===== src/rtl/fabric_config_loader.sv =====
// fabric_config_loader
//
// Sequences one fabric configuration load. Each load runs in three phases:
//   1. For every tile, fetch one word from the bitstream reader.
//   2. Write that word into the configuration store.
//   3. Fetch one trailing checksum word and compare it with the XOR of all
//      tile words.
// The fabric enable is held off until a load completes with a matching
// checksum.
//
// Ports
//   clk, rst_n         : rising-edge clock; synchronous active-low reset
//   load               : one-cycle request to start a load (ignored while busy)
//   reader_start       : one-cycle start pulse to the bitstream reader
//   reader_ready       : one-cycle completion pulse from the reader
//   reader_bits        : reader word, qualified by reader_ready
//   cfg_we/addr/data   : configuration store write port
//   busy               : load in progress (acceptance through DONE/ERROR)
//   done, error        : sticky status, cleared when the next load is accepted
//   fabric_en          : high only after a clean load
//   dbg_state          : current FSM state, for observation only
//
// Reader handshake: reader_start is a single-cycle pulse, emitted while the
// FSM sits in ISSUE or CHECK_ISSUE. The reader answers with a single-cycle
// reader_ready, and reader_bits is valid in that same cycle. reader_ready is
// only honoured in WAIT/CHECK_WAIT; at any other time it is dropped. There is
// no back-pressure: one start produces at most one ready.
module fabric_config_loader #(
  parameter int NUM_TILES      = 4,
  parameter int TILE_BITS      = 8,
  parameter int TIMEOUT_CYCLES = 1024,
  localparam int ADDR_W        = (NUM_TILES <= 2) ? 1 : $clog2(NUM_TILES)
) (
  input  logic                 clk,
  input  logic                 rst_n,
  input  logic                 load,
  output logic                 reader_start,
  input  logic                 reader_ready,
  input  logic [TILE_BITS-1:0] reader_bits,
  output logic                 cfg_we,
  output logic [ADDR_W-1:0]    cfg_addr,
  output logic [TILE_BITS-1:0] cfg_data,
  output logic                 busy,
  output logic                 done,
  output logic                 error,
  output logic                 fabric_en,
  output logic [2:0]           dbg_state
);

  localparam int TO_W = $clog2(TIMEOUT_CYCLES);
  localparam logic [TO_W-1:0]   TO_LAST   = TO_W'(TIMEOUT_CYCLES - 1);
  localparam logic [ADDR_W-1:0] TILE_LAST = ADDR_W'(NUM_TILES - 1);

  typedef enum logic [2:0] {
    S_IDLE,
    S_ISSUE,
    S_WAIT,
    S_WRITE,
    S_CHECK_ISSUE,
    S_CHECK_WAIT,
    S_DONE,
    S_ERROR
  } state_t;

  state_t                 state_q,     state_d;
  logic [ADDR_W-1:0]      tile_idx_q,  tile_idx_d;
  logic [TILE_BITS-1:0]   xor_acc_q,   xor_acc_d;
  logic [TILE_BITS-1:0]   cfg_data_q,  cfg_data_d;
  logic [TO_W-1:0]        timeout_q,   timeout_d;
  logic                   busy_q,      busy_d;
  logic                   done_q,      done_d;
  logic                   error_q,     error_d;
  logic                   fabric_en_q, fabric_en_d;

  always_ff @(posedge clk) begin
    if (!rst_n) begin
      state_q     <= S_IDLE;
      tile_idx_q  <= '0;
      xor_acc_q   <= '0;
      cfg_data_q  <= '0;
      timeout_q   <= '0;
      busy_q      <= 1'b0;
      done_q      <= 1'b0;
      error_q     <= 1'b0;
      fabric_en_q <= 1'b0;
    end else begin
      state_q     <= state_d;
      tile_idx_q  <= tile_idx_d;
      xor_acc_q   <= xor_acc_d;
      cfg_data_q  <= cfg_data_d;
      timeout_q   <= timeout_d;
      busy_q      <= busy_d;
      done_q      <= done_d;
      error_q     <= error_d;
      fabric_en_q <= fabric_en_d;
    end
  end

  always_comb begin
    state_d     = state_q;
    tile_idx_d  = tile_idx_q;
    xor_acc_d   = xor_acc_q;
    cfg_data_d  = cfg_data_q;
    timeout_d   = timeout_q;
    busy_d      = busy_q;
    done_d      = done_q;
    error_d     = error_q;
    fabric_en_d = fabric_en_q;

    unique case (state_q)
      S_IDLE: begin
        if (load) begin
          state_d     = S_ISSUE;
          tile_idx_d  = '0;
          xor_acc_d   = '0;
          busy_d      = 1'b1;
          done_d      = 1'b0;
          error_d     = 1'b0;
          fabric_en_d = 1'b0;
        end
      end

      S_ISSUE: begin
        state_d   = S_WAIT;
        timeout_d = '0;
      end

      // The wait lasts at most TIMEOUT_CYCLES cycles: the counter starts at
      // zero on entry and the FSM gives up in the cycle it reads TO_LAST.
      S_WAIT: begin
        if (reader_ready) begin
          cfg_data_d = reader_bits;
          xor_acc_d  = xor_acc_q ^ reader_bits;
          state_d    = S_WRITE;
        end else if (timeout_q == TO_LAST) begin
          state_d = S_ERROR;
        end else begin
          timeout_d = timeout_q + TO_W'(1);
        end
      end

      S_WRITE: begin
        if (tile_idx_q == TILE_LAST) begin
          state_d = S_CHECK_ISSUE;
        end else begin
          tile_idx_d = tile_idx_q + ADDR_W'(1);
          state_d    = S_ISSUE;
        end
      end

      S_CHECK_ISSUE: begin
        state_d   = S_CHECK_WAIT;
        timeout_d = '0;
      end

      S_CHECK_WAIT: begin
        if (reader_ready) begin
          state_d = (reader_bits == xor_acc_q) ? S_DONE : S_ERROR;
        end else if (timeout_q == TO_LAST) begin
          state_d = S_ERROR;
        end else begin
          timeout_d = timeout_q + TO_W'(1);
        end
      end

      // Status flags change on leaving DONE/ERROR, so busy stays high for
      // the whole of these states and a load arriving here is still ignored.
      S_DONE: begin
        done_d      = 1'b1;
        fabric_en_d = 1'b1;
        busy_d      = 1'b0;
        state_d     = S_IDLE;
      end

      S_ERROR: begin
        error_d     = 1'b1;
        fabric_en_d = 1'b0;
        busy_d      = 1'b0;
        state_d     = S_IDLE;
      end

      default: state_d = S_IDLE;
    endcase
  end

  // Every output is either a flop or a decode of the state register.
  assign reader_start = (state_q == S_ISSUE) || (state_q == S_CHECK_ISSUE);
  assign cfg_we       = (state_q == S_WRITE);
  assign cfg_addr     = tile_idx_q;
  assign cfg_data     = cfg_data_q;
  assign busy         = busy_q;
  assign done         = done_q;
  assign error        = error_q;
  assign fabric_en    = fabric_en_q;
  assign dbg_state    = state_q;

endmodule


===== config.mk =====
export PLATFORM = sky130hd
export DESIGN_NAME = fabric_config_loader
export DESIGN_NICKNAME = d
export VERILOG_FILES = /design/src/rtl/fabric_config_loader.sv
export SDC_FILE = /design/constraint.sdc
export NUM_CORES = 1
export LEC_CHECK = 0
export BUFFER_PORTS_ARGS = -buffer_cell sky130_fd_sc_hd__buf_2
export CELL_PAD_IN_SITES_DETAIL_PLACEMENT = 0
export CELL_PAD_IN_SITES_GLOBAL_PLACEMENT = 1
export CORE_MARGIN = 1.5
export CORE_UTILIZATION = 43
export CTS_CLUSTER_SIZE = 25
export DETAILED_ROUTE_END_ITERATION = 8
export HOLD_SLACK_MARGIN = 0.03
export PLACE_DENSITY_LB_ADDON = 0.1
export SLEW_MARGIN = 10
export SYNTH_ARGS = -nofsm -noshare
export SYNTH_HDL_FRONTEND = slang
export SYNTH_SLANG_ARGS = --single-unit

===== constraint.sdc =====
create_clock -name clk -period 2.4 [get_ports clk]
set_input_delay 0 -clock clk [delete_from_list [all_inputs] [get_ports clk]]
set_output_delay 0 -clock clk [all_outputs]
set_load 0.005 [all_outputs]

# Yosys cells after proc, flatten, opt, wreduce, memory -nomap -nowiden
# Cells that the tools add are included.
dict set report word_totals {
  memories 0
  mem_bits_ro 0
  regBits 35
  latch_bits 0
  ram_bits 0
}
dict set report classes {
  n_eq_ne 15
  add_sub_neg 2
  n_lt_le_gt_ge 0
  n_reduce_logical 20
  n_shift 0
  n_bitwise 1
  div 0
  muxes 22
  mul 0
}
# cell count
set op_table {}
lappend op_table {{$pmux W3 S7} 1}
lappend op_table {{$mux W10} 2}
lappend op_table {{$pmux W10 S2} 1}
lappend op_table {{$mux W8} 2}
lappend op_table {{$pmux W8 S2} 1}
lappend op_table {{$mux W3} 5}
lappend op_table {{$eq A3 B3 Y1 const B} 4}
lappend op_table {{$reduce_bool A2 Y1} 6}
lappend op_table {{$add A10 B1 Y10 const B} 1}
lappend op_table {{$eq A10 B10 Y1 const B} 1}
lappend op_table {{$ne A2 B2 Y1 const B} 5}
lappend op_table {{$reduce_and A2 Y1} 5}
lappend op_table {{$reduce_and A3 Y1} 3}
lappend op_table {{$eq A8 B8 Y1} 1}
lappend op_table {{$xor A8 B8 Y8} 1}
lappend op_table {{$eq A3 B2 Y1 const B} 2}
lappend op_table {{$pmux W1 S2} 3}
lappend op_table {{$reduce_or A2 Y1} 3}
lappend op_table {{$mux W2} 2}
lappend op_table {{$pmux W2 S2} 1}
lappend op_table {{$eq A3 B1 Y1 const B} 1}
lappend op_table {{$logic_not A3 Y1} 1}
lappend op_table {{$mux W1} 3}
lappend op_table {{$pmux W1 S3} 1}
lappend op_table {{4 further kinds} 4}

# Longest topological paths before layout
dict set report logic_depth {
  depth_word 4
  depth_mapped 7
  mapped_depth_nobuf 6
}

# Least setup slack after synthesis
# No wires, ideal clock.
dict set report synth_path {
  path_kind {reg2reg}
  start {reg timeout_q[0]}
  end {reg timeout_q[3]}
  t_arrival_ns 1.468
  stages_incl_launch_ff 6
  period_less_slack_ns 1.543
  t_required_ns 2.325
  setup_slack_ns 0.857
  n_path_buf 0
  path_cell_list {dfxtp_1 > ha_1 > a41oi_4 > nand2_4 > or3_1 > a31oi_1}
}
dict set report synth_via {
  elab_chain_len 4
}
# item line
set synth_lines {}
lappend synth_lines {{start, declared} 69} ;# logic [TO_W-1:0] timeout_q, timeout_d;
lappend synth_lines {{start signal, assigned} 91} ;# timeout_q <= timeout_d;
lappend synth_lines {{$add A10 B1 Y10} {138, 162}}
lappend synth_lines {{$mux W10} {135, 159}}
lappend synth_lines {{$mux W10} 131} ;# if (reader_ready) begin
lappend synth_lines {{$pmux W10 S2} 110} ;# unique case (state_q)
# Parallel ways exist; a longest one is shown, timed or not. The select of a mux whose other input is x is not followed.
# A chain may end at the register's enable or synchronous reset.

# Worst setup path after layout
dict set report layout_path {
  start {reg state_q[2] (netlist: dbg_state[2])}
  end {reg timeout_q[9]}
}
dict set report layout_via {
  elab_chain_len 4
}
# item line
set layout_lines {}
lappend layout_lines {{start, declared} 65} ;# state_t state_q, state_d;
lappend layout_lines {{start signal, assigned} 87} ;# state_q <= state_d;
lappend layout_lines {{$eq A3 B3 Y1, or another cell as far along} 110}
lappend layout_lines {{$reduce_or A2 Y1 (no line)} --}
lappend layout_lines {{$ne A2 B2 Y1 (no line) / $reduce_bool A2 Y1 (equally long branches)} --}
lappend layout_lines {{$reduce_and A3 Y1 (no line)} --}
# Parallel ways exist; a longest one is shown, timed or not.

==> flow_metrics.tcl <==
set metrics [dict create \
    timing.final.crit_share 0.744 \
    grt_max_degree 17 \
    synth_top_family_by_area "simple AND/OR/NAND/NOR gates" \
    yosys.area_share.simple 0.301 \
    io_pins 31 \
    crit_family "simple AND/OR/NAND/NOR gates" \
    layout-drive-gt1-share 0.180 \
    slowest_stage "dfxtp_1" \
    fin_setup_tns_ns 0 \
    drt_iter0_markers 84 \
    min_from "rst_n" \
    critPathLaunchType "register" \
    fp.dieW_microns 66.4 \
    rsz0062_at_grt "false" \
    htreeDepth 2 \
    clk_latency_ns 0.29 \
    wl_microns 4120 \
    place_area_sq_mm 0.00193 \
    wl_per_cell_microns 13.3 \
    globalplace.congestion 0.763 \
    grt_pass1_wl_microns 6890 \
    skew_ns 0.00480 \
    grt_usage 0.207 \
    cts_sinks 35 \
    fillers 372 \
    tritoncts.num_buffers 5 \
    worstPathArrival_ns 2.00 \
    cts_tree "built" \
    synth_flop_cell "dfxtp_1" \
    post-dp-hpwl_microns 2880 \
    critPathRequiredTime_ns 2.61 \
    ys_ff_latch 35 \
    syn_nets 234 \
    antenna_found_initial 0 \
    ys_types 44 \
    die_h_microns 66.4 \
    ir_worst_vdd_v 0.000317 \
    cts-root-buf "clkbuf_8" \
    synth-compound-area-share 0.210 \
    grt_pass1_vias 1547 \
    cap_viol_max_count 0 \
    critical_path.max_fanout 14 \
    yosysSeqAreaShare 0.406 \
    maxSlewHeadroom 0.587 \
    synth_enable_flop_cells 0 \
    numPortBuffers 30 \
    muxShareOfSynthArea 0.00579 \
    drtAntennaViolNets 0 \
    ctsLongestPathBuffers 2 \
    layout.nets 274 \
    area_delta_synth_final_pct 21.0 \
    synthAdderAreaFrac 0.0145 \
    critPathKind "register to register" \
    drcViolationCount 0 \
    fin_cells 309 \
    placedCellCount 293 \
    ys_async_sr_fraction 0 \
    synthCells 220 \
    drtPass1Iterations 4 \
    post-cts-setup-buffer-count 0 \
    hold_viol_final 0 \
    max_stage_delay_ns 0.60 \
    finalInstanceArea_sq_mm 0.00209 \
    startpoint "dbg_state[2]$_SDFFE_PN0P_" \
    p_per_area_mw_per_mm2 580 \
    viasPerCell 5.47 \
    worst_slew_pin_slew_ns 0.612 \
    drv_slew 0 \
    syn-cell-area_sq_mm 0.00173 \
    syn_avg_cell_area_sq_um 7.85 \
    rows 22 \
    worstReg2RegStart "dbg_state[2]$_SDFFE_PN0P_" \
    status "finished clean" \
    clk_pin_slew_worst_paths_ns 0.08 \
    crit_chain "nor2b_1 -> a21o_1 -> nand2_4 -> or3_1 -> a31oi_1" \
    synthXorXnorAreaFrac 0.0152 \
    critPathCaptureType "register" \
    setup_viol 0 \
    clock.fmax_ghz 0.560 \
    critPathBufInv 0 \
    hp-class "primary input to register" \
    dp_slack_ns 0.605 \
    start_util 0.458 \
    utilization 0.554 \
    p_leak_nw 0.828 \
    floorplan.die_area_sq_mm 0.00441 \
    yosys_warnings 0 \
    antenna_cells 0 \
    via_count 1689 \
    hold_ws_ns 0.0627 \
    fin_crit_ns 1.78 \
    core_area_sq_mm 0.00377 \
    setup_slack_ns 0.615 \
    grt_overflow 0 \
    fin_total_pwr_mw 1.21 \
]
[state kept, by name, indices dropped and copies added, names as in the netlist]
| register | count |
|---|---|
| fabric_en | 1 |
| xor_acc_q | 8 |
| dbg_state | 3 |
| cfg_addr | 2 |
| done | 1 |
| busy | 1 |
| cfg_data | 8 |
| timeout_q | 10 |
| error | 1 |
[power by group]
part | total, mW | internal [mW] | leakage [nW] | switching, mW
Combinational | 0.171 | 0.0679 | 0.504 | 0.103
Clock | 0.429 | 0.203 | 0.0412 | 0.226
Sequential | 0.612 | 0.597 | 0.283 | 0.0154
[placed cells by master (no fill, tap or decap), types with 3 or more instances in the layout]
master	instances
nor2b_1	4
o21ai_0	14
nand2_1	24
nand2b_1	4
or3_1	7
inv_1	10
buf_2	30
nand4_1	5
nand3_1	14
clkbuf_8	5
a211oi_1	3
buf_4	4
dlygate4sd3_1	8
a21oi_1	26
dfxtp_1	35
a31oi_1	4
nor3_1	7
nor2_1	21
[logic make-up (layout without fill, tap and decap cells)]
logic type / after synthesis / in the layout
AOI/OAI and AO/OA: 59 / 59
xor gates and xnor gates: 3 / 3
adders and majority gates: 2 / 2
buffers and inverters: 20 / 61
DFF: 35 / 35
muxes: 1 / 1
and+or+nand+nor: 100 / 100
[cell type report]
cell class | count | area [sq um] | share of cell area
Inverter | 11 | 41.3 | 0.0197
Clock inverter | 2 | 12.5 | 0.00598
Sequential cell | 35 | 701 | 0.335
Multi-Input combinational cell | 165 | 943 | 0.451
Timing Repair Buffer | 42 | 260 | 0.124
Tap cell | 48 | 60.1 | 0.0287
Clock buffer | 6 | 72.6 | 0.0347
[layer usage]
| layer | wire [microns] | GRT usage | vias to the layer above |
|---|---|---|---|
| met5 | 0 | 0 | - |
| met4 | 62 | 0.0867 | 0 |
| met3 | 181 | 0.0409 | 7 |
| met2 | 1900 | 0.328 | 39 |
| met1 | 1970 | 0.274 | 779 |
| li1 | - | - | 864 |
[worst reg2reg max path, cell delays in order (launching register included)]
cell,delay (ns)
dfxtp_1,0.60
nor2b_1,0.27
a21o_1,0.24
nand2_4,0.10
or3_1,0.36
a31oi_1,0.15
[worst paths after layout]
check	end	slack, ns	cells after the start
worst max-delay path	timeout_q[9]$_SDFFE_PN0P_	0.62	5
worst min-delay path	timeout_q[1]$_SDFFE_PN0P_	0.06	3
worst max register to register	timeout_q[9]$_SDFFE_PN0P_	0.62	5
worst min register to register	cfg_data[1]$_SDFFE_PN0P_	0.45	2
[synth_stat cells, types with 2 or more instances]
master    count  area, sq um
a21oi_1      26          130
nand4_1       5         31.3
nand2b_1      4         25.0
nand4b_1      2         17.5
nor3_1        7         35.0
or3_1         7         43.8
nand3_1      14         70.1
xor2_1        2         17.5
ha_1          2         25.0
buf_2         4         20.0
nor2b_1       4         25.0
inv_1        10         37.5
o22ai_1       2         12.5
and2_1        2         12.5
a211oi_1      3         22.5
dfxtp_1      35          701
nor2_1       21         78.8
nand2_1      24         90.1
clkbuf_1      4         15.0
a31oi_1       4         25.0
o21ai_0      14         70.1
a21o_1        2         15.0
[what timing repair did]
item	in CTS	in global routing
endpoints found under the hold margin	10	0
hold buffers	8	0
gates resized for setup	0	0
No activity file was read; power rests on OpenSTA's default activity.
